`config.mk`:
```
export PLATFORM = sky130hd
export DESIGN_NAME = passive_entry_ctrl_flat
export DESIGN_NICKNAME = d
export VERILOG_FILES = /design/src/rtl/passive_entry_ctrl_pkg.sv /design/src/rtl/passive_entry_ctrl_if.sv /design/src/rtl/passive_entry_ctrl_debounce.sv /design/src/rtl/passive_entry_ctrl.sv /design/src/flat_wrapper.sv
export SDC_FILE = /design/constraint.sdc
export NUM_CORES = 1
export LEC_CHECK = 0
export CAP_MARGIN = 25
export CORE_MARGIN = 5
export CORE_UTILIZATION = 54
export DETAILED_ROUTE_END_ITERATION = 10
export PLACE_DENSITY = 0.78
export SYNTH_ARGS = -nofsm -noshare
export SYNTH_HDL_FRONTEND = slang
export SYNTH_SLANG_ARGS = --single-unit
```
`constraint.sdc`:
```
create_clock -name clk -period 1.9 [get_ports clk]
set_input_delay 0.19 -clock clk [delete_from_list [all_inputs] [get_ports clk]]
set_output_delay 0.19 -clock clk [all_outputs]
set_load 0.01 [all_outputs]
```
`src/rtl/passive_entry_ctrl_pkg.sv`:
```
// -----------------------------------------------------------------------------
// passive_pkg
// Shared definitions for the passive-entry controller:
//   - state_e      : state encoding, also exported on state_o for the monitor
//   - *_DEF        : default parameter values used by the top level
//   - fail_sat_inc : saturating increment for the failed-attempt counter
// Optional feature macro used by the design: PASSIVE_LOCKOUT_EN
// -----------------------------------------------------------------------------
package passive_pkg;

    typedef enum logic [2:0] {
        LOCKED   = 3'd0,
        WELCOME  = 3'd1,
        UNLOCKED = 3'd2,
        IGN_ON   = 3'd3,
        LOCKOUT  = 3'd4
    } state_e;

    localparam int DEBOUNCE_CYC_DEF   = 4;
    localparam int LIGHT_HOLD_DEF     = 8;
    localparam int UNLOCK_TIMEOUT_DEF = 16;
    localparam int MAX_FAIL_DEF       = 3;
    localparam int LOCKOUT_CYC_DEF    = 32;
    localparam int CNT_W_DEF          = 6;

    // Counter stops at max so it never wraps back to zero.
    function automatic logic [1:0] fail_sat_inc(input logic [1:0] cnt,
                                                 input logic [1:0] max);
        return (cnt >= max) ? cnt : cnt + 2'd1;
    endfunction

endpackage

```
`src/rtl/passive_entry_ctrl_if.sv`:
```
// -----------------------------------------------------------------------------
// passive_entry_ctrl_if
// Bundles the fob/button inputs and the car-body outputs of the controller.
//   PassiveSignal_s   : fob in range (raw)          master -> slave
//   PassiveSignal_b   : start button (raw)          master -> slave
//   CarLightsOnSign   : exterior lights             slave  -> master
//   OpenDoorSign      : doors unlocked              slave  -> master
//   IgnitionSignalOn  : ignition enabled            slave  -> master
//   state_o[2:0]      : current state code          slave  -> master
//   fail_cnt_o[1:0]   : failed-attempt count        slave  -> master
// The controller connects through the slave modport; the front end / tester
// uses the master modport.
// -----------------------------------------------------------------------------
interface passive_entry_ctrl_if;

    logic       PassiveSignal_s;
    logic       PassiveSignal_b;
    logic       CarLightsOnSign;
    logic       OpenDoorSign;
    logic       IgnitionSignalOn;
    logic [2:0] state_o;
    logic [1:0] fail_cnt_o;

    modport master (
        output PassiveSignal_s,
        output PassiveSignal_b,
        input  CarLightsOnSign,
        input  OpenDoorSign,
        input  IgnitionSignalOn,
        input  state_o,
        input  fail_cnt_o
    );

    modport slave (
        input  PassiveSignal_s,
        input  PassiveSignal_b,
        output CarLightsOnSign,
        output OpenDoorSign,
        output IgnitionSignalOn,
        output state_o,
        output fail_cnt_o
    );

endinterface

```
`src/rtl/passive_entry_ctrl_debounce.sv`:
```
// -----------------------------------------------------------------------------
// passive_debounce
// Registers one raw input, then requires DEBOUNCE_CYC consecutive high
// registered samples before asserting valid_o. A single low sample clears
// both the counter and valid_o on that edge.
// Ports:
//   clk      : clock, posedge
//   reset_L  : synchronous active-low reset
//   raw_i    : raw asynchronous-ish input
//   valid_o  : debounced level
// -----------------------------------------------------------------------------
module passive_debounce #(
    parameter int DEBOUNCE_CYC = 4,
    parameter int CNT_W        = $clog2(DEBOUNCE_CYC + 1)
) (
    input  logic clk,
    input  logic reset_L,
    input  logic raw_i,
    output logic valid_o
);

    localparam logic [CNT_W-1:0] CNT_FULL = CNT_W'(DEBOUNCE_CYC);

    logic             raw_q;
    logic [CNT_W-1:0] cnt_q;
    logic [CNT_W-1:0] cnt_d;

    // Count saturates at the threshold so a long press stays valid.
    always_comb begin
        cnt_d = (cnt_q == CNT_FULL) ? cnt_q : cnt_q + CNT_W'(1);
    end

    always_ff @(posedge clk) begin
        if (!reset_L) begin
            raw_q   <= 1'b0;
            cnt_q   <= '0;
            valid_o <= 1'b0;
        end else begin
            raw_q <= raw_i;
            if (!raw_q) begin
                cnt_q   <= '0;
                valid_o <= 1'b0;
            end else begin
                cnt_q   <= cnt_d;
                valid_o <= (cnt_d == CNT_FULL);
            end
        end
    end

endmodule

```
`src/rtl/passive_entry_ctrl.sv`:
```
// -----------------------------------------------------------------------------
// passive_entry_ctrl
// Keyless-entry sequencing controller. Debounces the fob-proximity and start
// button inputs, then walks LOCKED -> WELCOME (lights) -> UNLOCKED (lights +
// doors) -> IGN_ON (lights + ignition), with timed auto-relock and a
// failed-attempt counter.
// Ports:
//   clk      : clock, posedge
//   reset_L  : synchronous active-low reset
//   bus      : passive_entry_ctrl_if.slave (raw inputs, car-body outputs,
//              state_o and fail_cnt_o for the monitor)
// Optional feature macro: PASSIVE_LOCKOUT_EN
//   defined   : MAX_FAIL button presses without fob enter LOCKOUT for
//               LOCKOUT_CYC cycles (lights blink, inputs ignored).
//   undefined : LOCKOUT is never entered; code 4 recovers to LOCKED.
// -----------------------------------------------------------------------------
module passive_entry_ctrl
    import passive_pkg::*;
#(
    parameter int DEBOUNCE_CYC   = DEBOUNCE_CYC_DEF,
    parameter int LIGHT_HOLD     = LIGHT_HOLD_DEF,
    parameter int UNLOCK_TIMEOUT = UNLOCK_TIMEOUT_DEF,
    parameter int MAX_FAIL       = MAX_FAIL_DEF,
    parameter int LOCKOUT_CYC    = LOCKOUT_CYC_DEF,
    parameter int CNT_W          = CNT_W_DEF
) (
    input  logic                  clk,
    input  logic                  reset_L,
    passive_entry_ctrl_if.slave   bus
);

    localparam int T_MAX_A = (LIGHT_HOLD > UNLOCK_TIMEOUT) ? LIGHT_HOLD : UNLOCK_TIMEOUT;
    localparam int T_MAX   = (T_MAX_A > LOCKOUT_CYC) ? T_MAX_A : LOCKOUT_CYC;

    // The shared timer must be able to represent the longest timed interval.
    if ((2 ** CNT_W) <= T_MAX) begin : g_cnt_w_check
        $error("CNT_W too narrow for the longest timed state");
    end

    localparam logic [CNT_W-1:0] WELCOME_LAST = CNT_W'(LIGHT_HOLD - 1);
    localparam logic [CNT_W-1:0] UNLOCK_LAST  = CNT_W'(UNLOCK_TIMEOUT - 1);
`ifdef PASSIVE_LOCKOUT_EN
    localparam logic [CNT_W-1:0] LOCKOUT_LAST = CNT_W'(LOCKOUT_CYC - 1);
`endif
    localparam logic [1:0]       MAX_FAIL_C   = 2'(MAX_FAIL);

    // ---------------------------------------------------------------------
    // Input conditioning: index 0 = fob (_s), index 1 = button (_b)
    // ---------------------------------------------------------------------
    logic [1:0] raw_vec;
    logic [1:0] valid_vec;

    assign raw_vec = {bus.PassiveSignal_b, bus.PassiveSignal_s};

    for (genvar gi = 0; gi < 2; gi++) begin : g_deb
        passive_debounce #(
            .DEBOUNCE_CYC (DEBOUNCE_CYC),
            .CNT_W        ($clog2(DEBOUNCE_CYC + 1))
        ) u_deb (
            .clk     (clk),
            .reset_L (reset_L),
            .raw_i   (raw_vec[gi]),
            .valid_o (valid_vec[gi])
        );
    end

    logic s_v;
    logic b_v;
    logic b_v_q;
    logic b_rise;
    logic [1:0] fail_inc;

    assign s_v      = valid_vec[0];
    assign b_v      = valid_vec[1];
    assign b_rise   = b_v & ~b_v_q;

    // ---------------------------------------------------------------------
    // State machine with registered outputs
    // ---------------------------------------------------------------------
    state_e           state_q;
    logic [CNT_W-1:0] timer_q;
    logic [1:0]       fail_q;
    logic             lights_q;
    logic             door_q;
    logic             ign_q;

    assign fail_inc = fail_sat_inc(fail_q, MAX_FAIL_C);

    always_ff @(posedge clk) begin
        if (!reset_L) begin
            state_q  <= LOCKED;
            timer_q  <= '0;
            fail_q   <= 2'd0;
            b_v_q    <= 1'b0;
            lights_q <= 1'b0;
            door_q   <= 1'b0;
            ign_q    <= 1'b0;
        end else begin
            b_v_q <= b_v;
            case (state_q)
                LOCKED: begin
                    timer_q  <= '0;
                    lights_q <= 1'b0;
                    door_q   <= 1'b0;
                    ign_q    <= 1'b0;
                    // Fob presence wins over a simultaneous press.
                    if (s_v) begin
                        state_q  <= WELCOME;
                        fail_q   <= 2'd0;
                        lights_q <= 1'b1;
                    end else if (b_rise) begin
                        fail_q <= fail_inc;
`ifdef PASSIVE_LOCKOUT_EN
                        if (fail_inc == MAX_FAIL_C) begin
                            state_q <= LOCKOUT;
                        end
`endif
                    end
                end

                WELCOME: begin
                    door_q <= 1'b0;
                    ign_q  <= 1'b0;
                    if (!s_v) begin
                        state_q  <= LOCKED;
                        timer_q  <= '0;
                        lights_q <= 1'b0;
                    end else if (timer_q == WELCOME_LAST) begin
                        state_q  <= UNLOCKED;
                        timer_q  <= '0;
                        lights_q <= 1'b1;
                        door_q   <= 1'b1;
                    end else begin
                        timer_q  <= timer_q + CNT_W'(1);
                        lights_q <= 1'b1;
                    end
                end

                UNLOCKED: begin
                    // A press only counts while the fob is present; losing
                    // the fob does not restart the relock countdown.
                    if (b_rise && s_v) begin
                        state_q  <= IGN_ON;
                        timer_q  <= '0;
                        lights_q <= 1'b1;
                        door_q   <= 1'b0;
                        ign_q    <= 1'b1;
                    end else if (timer_q == UNLOCK_LAST) begin
                        state_q  <= LOCKED;
                        timer_q  <= '0;
                        lights_q <= 1'b0;
                        door_q   <= 1'b0;
                        ign_q    <= 1'b0;
                    end else begin
                        timer_q  <= timer_q + CNT_W'(1);
                        lights_q <= 1'b1;
                        door_q   <= 1'b1;
                        ign_q    <= 1'b0;
                    end
                end

                IGN_ON: begin
                    // Ignition is never dropped on fob loss; only a press exits.
                    timer_q <= '0;
                    if (b_rise) begin
                        state_q  <= UNLOCKED;
                        lights_q <= 1'b1;
                        door_q   <= 1'b1;
                        ign_q    <= 1'b0;
                    end else begin
                        lights_q <= 1'b1;
                        door_q   <= 1'b0;
                        ign_q    <= 1'b1;
                    end
                end

`ifdef PASSIVE_LOCKOUT_EN
                LOCKOUT: begin
                    door_q <= 1'b0;
                    ign_q  <= 1'b0;
                    if (timer_q == LOCKOUT_LAST) begin
                        state_q  <= LOCKED;
                        timer_q  <= '0;
                        fail_q   <= 2'd0;
                        lights_q <= 1'b0;
                    end else begin
                        timer_q  <= timer_q + CNT_W'(1);
                        // Blink follows bit 0 of the next timer value.
                        lights_q <= ~timer_q[0];
                    end
                end
`endif

                default: begin
                    state_q  <= LOCKED;
                    timer_q  <= '0;
                    lights_q <= 1'b0;
                    door_q   <= 1'b0;
                    ign_q    <= 1'b0;
                end
            endcase
        end
    end

    assign bus.CarLightsOnSign  = lights_q;
    assign bus.OpenDoorSign     = door_q;
    assign bus.IgnitionSignalOn = ign_q;
    assign bus.state_o          = state_q;
    assign bus.fail_cnt_o       = fail_q;

endmodule

```
`src/flat_wrapper.sv`:
```
// flat-port wrapper written by rule: the top's interface ports become plain ports
module passive_entry_ctrl_flat import passive_pkg::*;
#(
    parameter int DEBOUNCE_CYC   = DEBOUNCE_CYC_DEF,
    parameter int LIGHT_HOLD     = LIGHT_HOLD_DEF,
    parameter int UNLOCK_TIMEOUT = UNLOCK_TIMEOUT_DEF,
    parameter int MAX_FAIL       = MAX_FAIL_DEF,
    parameter int LOCKOUT_CYC    = LOCKOUT_CYC_DEF,
    parameter int CNT_W          = CNT_W_DEF
)
  (clk, reset_L, bus_PassiveSignal_s, bus_PassiveSignal_b, bus_CarLightsOnSign, bus_OpenDoorSign, bus_IgnitionSignalOn, bus_state_o, bus_fail_cnt_o);
  passive_entry_ctrl_if bus_i ();
  input  logic clk;
  input  logic reset_L;
  input wire logic [$bits(bus_i.PassiveSignal_s)-1:0] bus_PassiveSignal_s;
  input wire logic [$bits(bus_i.PassiveSignal_b)-1:0] bus_PassiveSignal_b;
  output wire logic [$bits(bus_i.CarLightsOnSign)-1:0] bus_CarLightsOnSign;
  output wire logic [$bits(bus_i.OpenDoorSign)-1:0] bus_OpenDoorSign;
  output wire logic [$bits(bus_i.IgnitionSignalOn)-1:0] bus_IgnitionSignalOn;
  output wire logic [$bits(bus_i.state_o)-1:0] bus_state_o;
  output wire logic [$bits(bus_i.fail_cnt_o)-1:0] bus_fail_cnt_o;
  assign bus_i.PassiveSignal_s = bus_PassiveSignal_s;
  assign bus_i.PassiveSignal_b = bus_PassiveSignal_b;
  assign bus_CarLightsOnSign = bus_i.CarLightsOnSign;
  assign bus_OpenDoorSign = bus_i.OpenDoorSign;
  assign bus_IgnitionSignalOn = bus_i.IgnitionSignalOn;
  assign bus_state_o = bus_i.state_o;
  assign bus_fail_cnt_o = bus_i.fail_cnt_o;
  passive_entry_ctrl #(.DEBOUNCE_CYC(DEBOUNCE_CYC), .LIGHT_HOLD(LIGHT_HOLD), .UNLOCK_TIMEOUT(UNLOCK_TIMEOUT), .MAX_FAIL(MAX_FAIL), .LOCKOUT_CYC(LOCKOUT_CYC), .CNT_W(CNT_W)) u_core (.clk(clk), .reset_L(reset_L), .bus(bus_i));
endmodule
```
Word level (Yosys, flattened, before mapping)
Cells that the tools add are included.

word-level totals
  bits in read-only memories = 0
  output and inout bits = 8
  memories = 0
  latch bits = 0
  bits in registers = 25
  bits of input ports = 4
  memory bits (writable) = 0

cells by class
  equality and inequality tests = 14
  div/mod/pow operators = 0
  shifts and indexed selects = 0
  multiply operators = 0
  bitwise logic cells = 2
  order comparisons = 1
  multiplexer cells = 29
  add/sub/neg operators = 4
  reductions and logical operators = 8

operators with widths
  cell                   count
  $mux W3                8
  $mux W6                4
  $eq A3 B3 Y1 const B   4
  $pmux W3 S4            1
  $pmux W6 S2            1
  $mux W1                9
  $add A3 B1 Y3 const B  2
  $add A6 B1 Y6 const B  1
  $eq A3 B2 Y1 const B   2
  $eq A6 B3 Y1 const B   1
  $eq A6 B4 Y1 const B   1
  $mux W2                3
  $pmux W1 S3            2
  $ne A2 B2 Y1 const B   2
  $reduce_and A2 Y1      2
  $reduce_and A4 Y1      1
  $eq A3 B1 Y1 const B   1
  $logic_not A3 Y1       1
  $ne A3 B1 Y1 const B   1
  $ne A3 B2 Y1 const B   1
  $reduce_and A3 Y1      1
  $add A2 B1 Y2 const B  1
  $ge A2 B2 Y1 const B   1
  $ne A2 B1 Y1 const B   1
  6 further kinds        6

Logic depth before layout (Yosys ltp)
Gate-level depths: netlist of the first run.

  depth after elaboration = 5
  gate-level depth with buffers = 6
  depth with buffers taken out = 6

Cells and area by module
A second synthesis of the first run with hierarchy kept.

second synthesis, totals
  cell total of the unflattened synthesis = 128
  area, all modules = 1221.2 µm²

by module, submodules not included
  module              cells an instance  instances  area an instance (µm²)
  passive_entry_ctrl  84                 1          783.3
  passive_debounce    22                 2          219.0

Worst setup path before layout of the first run
Ideal clock, no wire load.

  path type = register to register
  start point = reg u_core.state_q[1], in the netlist u_core.bus.state_o[1]
  end point = reg u_core.state_q[1], in the netlist u_core.bus.state_o[1]
  clock period less this slack = 1.534 ns
  stages on the path, launching flop included = 7
  data arrival time = 1.448 ns
  path slack = 0.366 ns
  setup time = 0.086 ns
  buffers on the path = 0
  cell sequence = dfxtp_1 > inv_1 > ha_1 > nand2_1 > nand3_2 > a211o_1 > a221oi_2

on the way
  cells in the longest elaborated chain, start to end = 3
  elaborated cells between the ends (all ways) = 10

ends and longest elaborated chain
  item                                                         RTL line                   source
  start: declaration                                           passive_entry_ctrl.sv:80   state_e state_q;
  start signal: assignment                                     passive_entry_ctrl.sv:91   state_q <= LOCKED;
  start signal: assignment                                     passive_entry_ctrl.sv:108  state_q <= WELCOME;
  start signal: assignment                                     passive_entry_ctrl.sv:125  state_q <= LOCKED;
  $eq A3 B2 Y1, or another cell as far along                   passive_entry_ctrl.sv:100  case (state_q)
  $ne A3 B1 Y1 (no source line), or another cell as far along  -
  $reduce_and A4 Y1 (no source line)                           -

Several ways; a longest one is shown, not always the timed one.
A chain may end at the register's enable or synchronous reset.

Worst setup path after layout of the first run
  start point = reg u_core.state_q[0], in the netlist u_core.bus.state_o[0]
  end point = reg u_core.state_q[0], in the netlist u_core.bus.state_o[0]

The elaborated chain is that of the path after synthesis.

==> results of run 1 <==
sequential cells by signal, summed over array words and instances, names as in the netlist, 2 cells and up:
name,count
u_core.g_deb.u_deb.valid_o,2
u_core.bus.fail_cnt_o,2
u_core.timer_q,6
u_core.g_deb.u_deb.cnt_q,6
u_core.bus.state_o,2
u_core.g_deb.u_deb.raw_q,2
placed cells by master (no fill, tap or decap), types with 2 or more instances in the layout:
cell,n
nor2_1,9
o211ai_1,2
a211o_1,2
a21oi_1,8
ha_1,10
nor2b_1,2
inv_1,11
clkbuf_4,3
nand2_1,12
o21ai_0,3
clkdlybuf4s50_1,10
dfxtp_1,24
and2_1,3
nor3_1,7
xnor2_1,4
nand3_1,3
xor2_1,2
a211oi_1,2
power groups by stage:
| stage | Clock, mW | Sequential, mW | Combinational (mW) |
|---|---|---|---|
| final | 0.364 | 0.551 | 0.324 |
| after global routing | 0.405 | 0.556 | 0.357 |
| after CTS | 0.375 | 0.551 | 0.325 |
| after detailed placement | 0 | 0.563 | 0.323 |
| after global placement | 0 | 0.560 | 0.322 |
| after floorplan | 0 | 0.570 | 0.216 |
layout make-up:
| cell class | instances | area, um^2 | area share |
|---|---|---|---|
| well taps | 27 | 33.8 | 0.0253 |
| clock buffers | 3 | 22.5 | 0.0169 |
| flip-flops and latches | 24 | 480 | 0.360 |
| inverters | 11 | 41.3 | 0.0310 |
| repair buffers | 10 | 100 | 0.0750 |
| multi-input cells | 91 | 626 | 0.469 |
| clock inverters | 1 | 30.0 | 0.0225 |
metrics by stage:
step                      area [um^2]  hold WS [ps]
after floorplan                  1150           312
after global placement           1280           422
after detailed placement         1280           440
after CTS                        1330           427
after global routing             1330           407
final                            1330           441
final timing paths:
path | depth (start not counted) | slack (ps) | end
hold / removal | 2 | 440 | u_core.g_deb[1].u_deb.raw_q
setup / recovery | 6 | 210 | u_core.bus.state_o[0]
hold reg to reg | 1 | 450 | u_core.timer_q[0]
setup reg to reg | 6 | 210 | u_core.bus.state_o[0]
kinds of logic (layout without fill, tap and decap cells):
kind of cell | count (synthesis) | count (layout)
buffers and inverters | 12 | 25
XOR/XNOR | 6 | 6
adder cells (fa/ha/maj) | 10 | 10
AO/OA/AOI/OAI | 23 | 23
AND/OR/NAND/NOR | 50 | 50
other | 1 | 1
flip-flops | 24 | 24
multiplexers | 1 | 1
metal layers:
layer  wire length (um)  vias to the layer above  part of all wire  GRT usage
met2                979                       18              0.49      0.225
met5                  0                        -                 0          0
met4                 13                        0            0.0065     0.0746
li1                   -                      467                 -          -
met1                908                      411              0.46      0.172
met3                 86                        2             0.043     0.0278
==> summary.txt, run 1 <==
H-tree depth: 1
Worst path top cell family by delay: compound AO/OA/AOI/OAI gates
Hold buffers post-CTS: 0
Area contributors post-synth: dfxtp_1, ha_1, nand2_1
Synth Instances: 127
First-pass GRT wire length: 3620 um
Synth Net Count: 141
P_sw: 0.346 mW
Max clock buf depth: 2
Simple-gate share of the synthesized area: 0.244
Largest family of logic cells by synthesized area: simple AND/OR/NAND/NOR gates
Port bufs: 10
Seq/Total Area, Yosys: 0.416
Clock sinks: 24
Syn-to-layout area delta: 15.5%
PnR worst setup slack: 211 ps
Post-synthesis mux area share: 0.00867
WS Path Type: reg2reg
Cell with the most instances after synthesis: dfxtp_1
Syn. warnings: 0
Cell area after synthesis: 1150 um^2
Placed Cells: 163
Tot GR Track Use: 0.139
Hold Fails Final Rpt: 0
Chip height: 56.2 um
Post-route insts no fill: 167
Post-synth EDFFs: 0
Outcome: finished, final reports clean
Worst EP arrival: 1890 ps
Seq pwr share: 0.445
Row count: 16
Clk network pwr share: 0.294
Filler instances: 173
Number of global-route vias before repair: 872
Root buffer cell: clkbuf_4
Yosys cell types: 39
Worst slack, placed: 250 ps
Final wirelength: 1990 um
Clk_lat worst skew: 310 ps
Async set-reset flop share out of synthesis: 0
Starting DRC count in detailed routing: 30
XOR/XNOR Fraction of Synth Area: 0.0455
Die area: 3160 um^2
Nets@finish: 155
Switching part of the total: 0.280
Overall Power: 1.24 mW
VDD IR max: 0.556 mV
Cell Pwr Density: 929 nW/um^2
CP required: 2100 ps
Min Clock Period, post-route: 1690 ps
HPWL Detailed: 1540 um
Max_cap viols: 0
CP Buf/Inv Count: 1
Share of cells above drive strength 1: 0.0786
Hold Path Origin: bus_PassiveSignal_b
Syn avg cell area: 9.09 um^2
Worst Setup SP: u_core.bus.state_o[0]
Initial antenna violation count: 0
Post-route DRC: 0
Initial core utilization: 0.577
Synth top area share: 0.416
Via count: 898
Area share of fa/ha/maj cells after synthesis: 0.108
Synth Area in Compound Gates: 0.132
Clock transition at the registers of the reported paths: 130 ps
Peak Freq: 592 MHz
Pre-Repair DR Iteration Count: 4
Worst path cell trace: inv_1, ha_1, nand4b_1, o211ai_1, a2111oi_0, a211oi_1
Io pins: 12
Number of diodes: 0
Post-CTS sizing: 0
Final ANT Viol Nets: 0
Primary FF master, synth: dfxtp_1
Combinational cell fraction of total power: 0.262
RSZ-0062 raised after global routing: no
Type of the most critical hold path: in2reg
Worst r2r src: u_core.bus.state_o[0]
Post-synth top cells: dfxtp_1, nand2_1, inv_1, ha_1, nor2_1
Largest area contributor in the netlist: dfxtp_1
# setup viols final: 0
Overflow after GRT: 0
Max Transition Viols Final: 0
TritonCTS clock tree: done
Post-layout util: 0.666
Routed vias/inst: 5.38
Drt wl/cell: 11.9 um
Leak: 0.486 nW
Number of synthesized register bits: 24
Total Neg Setup Slack: 0 ps
Largest net degree at the start of global routing: 15
Core Area: 2000 um^2
Critical Path Source Type: flop
Int Power: 0.892 mW
Die Span X: 56.2 um
Gpl congestion: 0.947
Worst-path fanout max: 6
Setup Fix Bufs, Post-CTS: 0
Skew final: 1.56 ps
Final period util: 0.889
Endpoint type of the worst setup path: flop
CP peak stage delay: 420 ps
Inserted Clock Buffers: 3
Worst path slowest cell: a2111oi_0
No activity file was read; power rests on OpenSTA's default activity.
==> run 2, diff against run 1 <==
--- a/config.mk
+++ b/config.mk
@@ -9,7 +9,9 @@
 export CORE_MARGIN = 5
 export CORE_UTILIZATION = 54
 export DETAILED_ROUTE_END_ITERATION = 10
+export GPL_ROUTABILITY_DRIVEN = 0
 export PLACE_DENSITY = 0.78
 export SYNTH_ARGS = -nofsm -noshare
 export SYNTH_HDL_FRONTEND = slang
 export SYNTH_SLANG_ARGS = --single-unit
+export TNS_END_PERCENT = 5
==> results of run 2 <==
No change in the layout: final DEF, timing and power equal those of run 1.
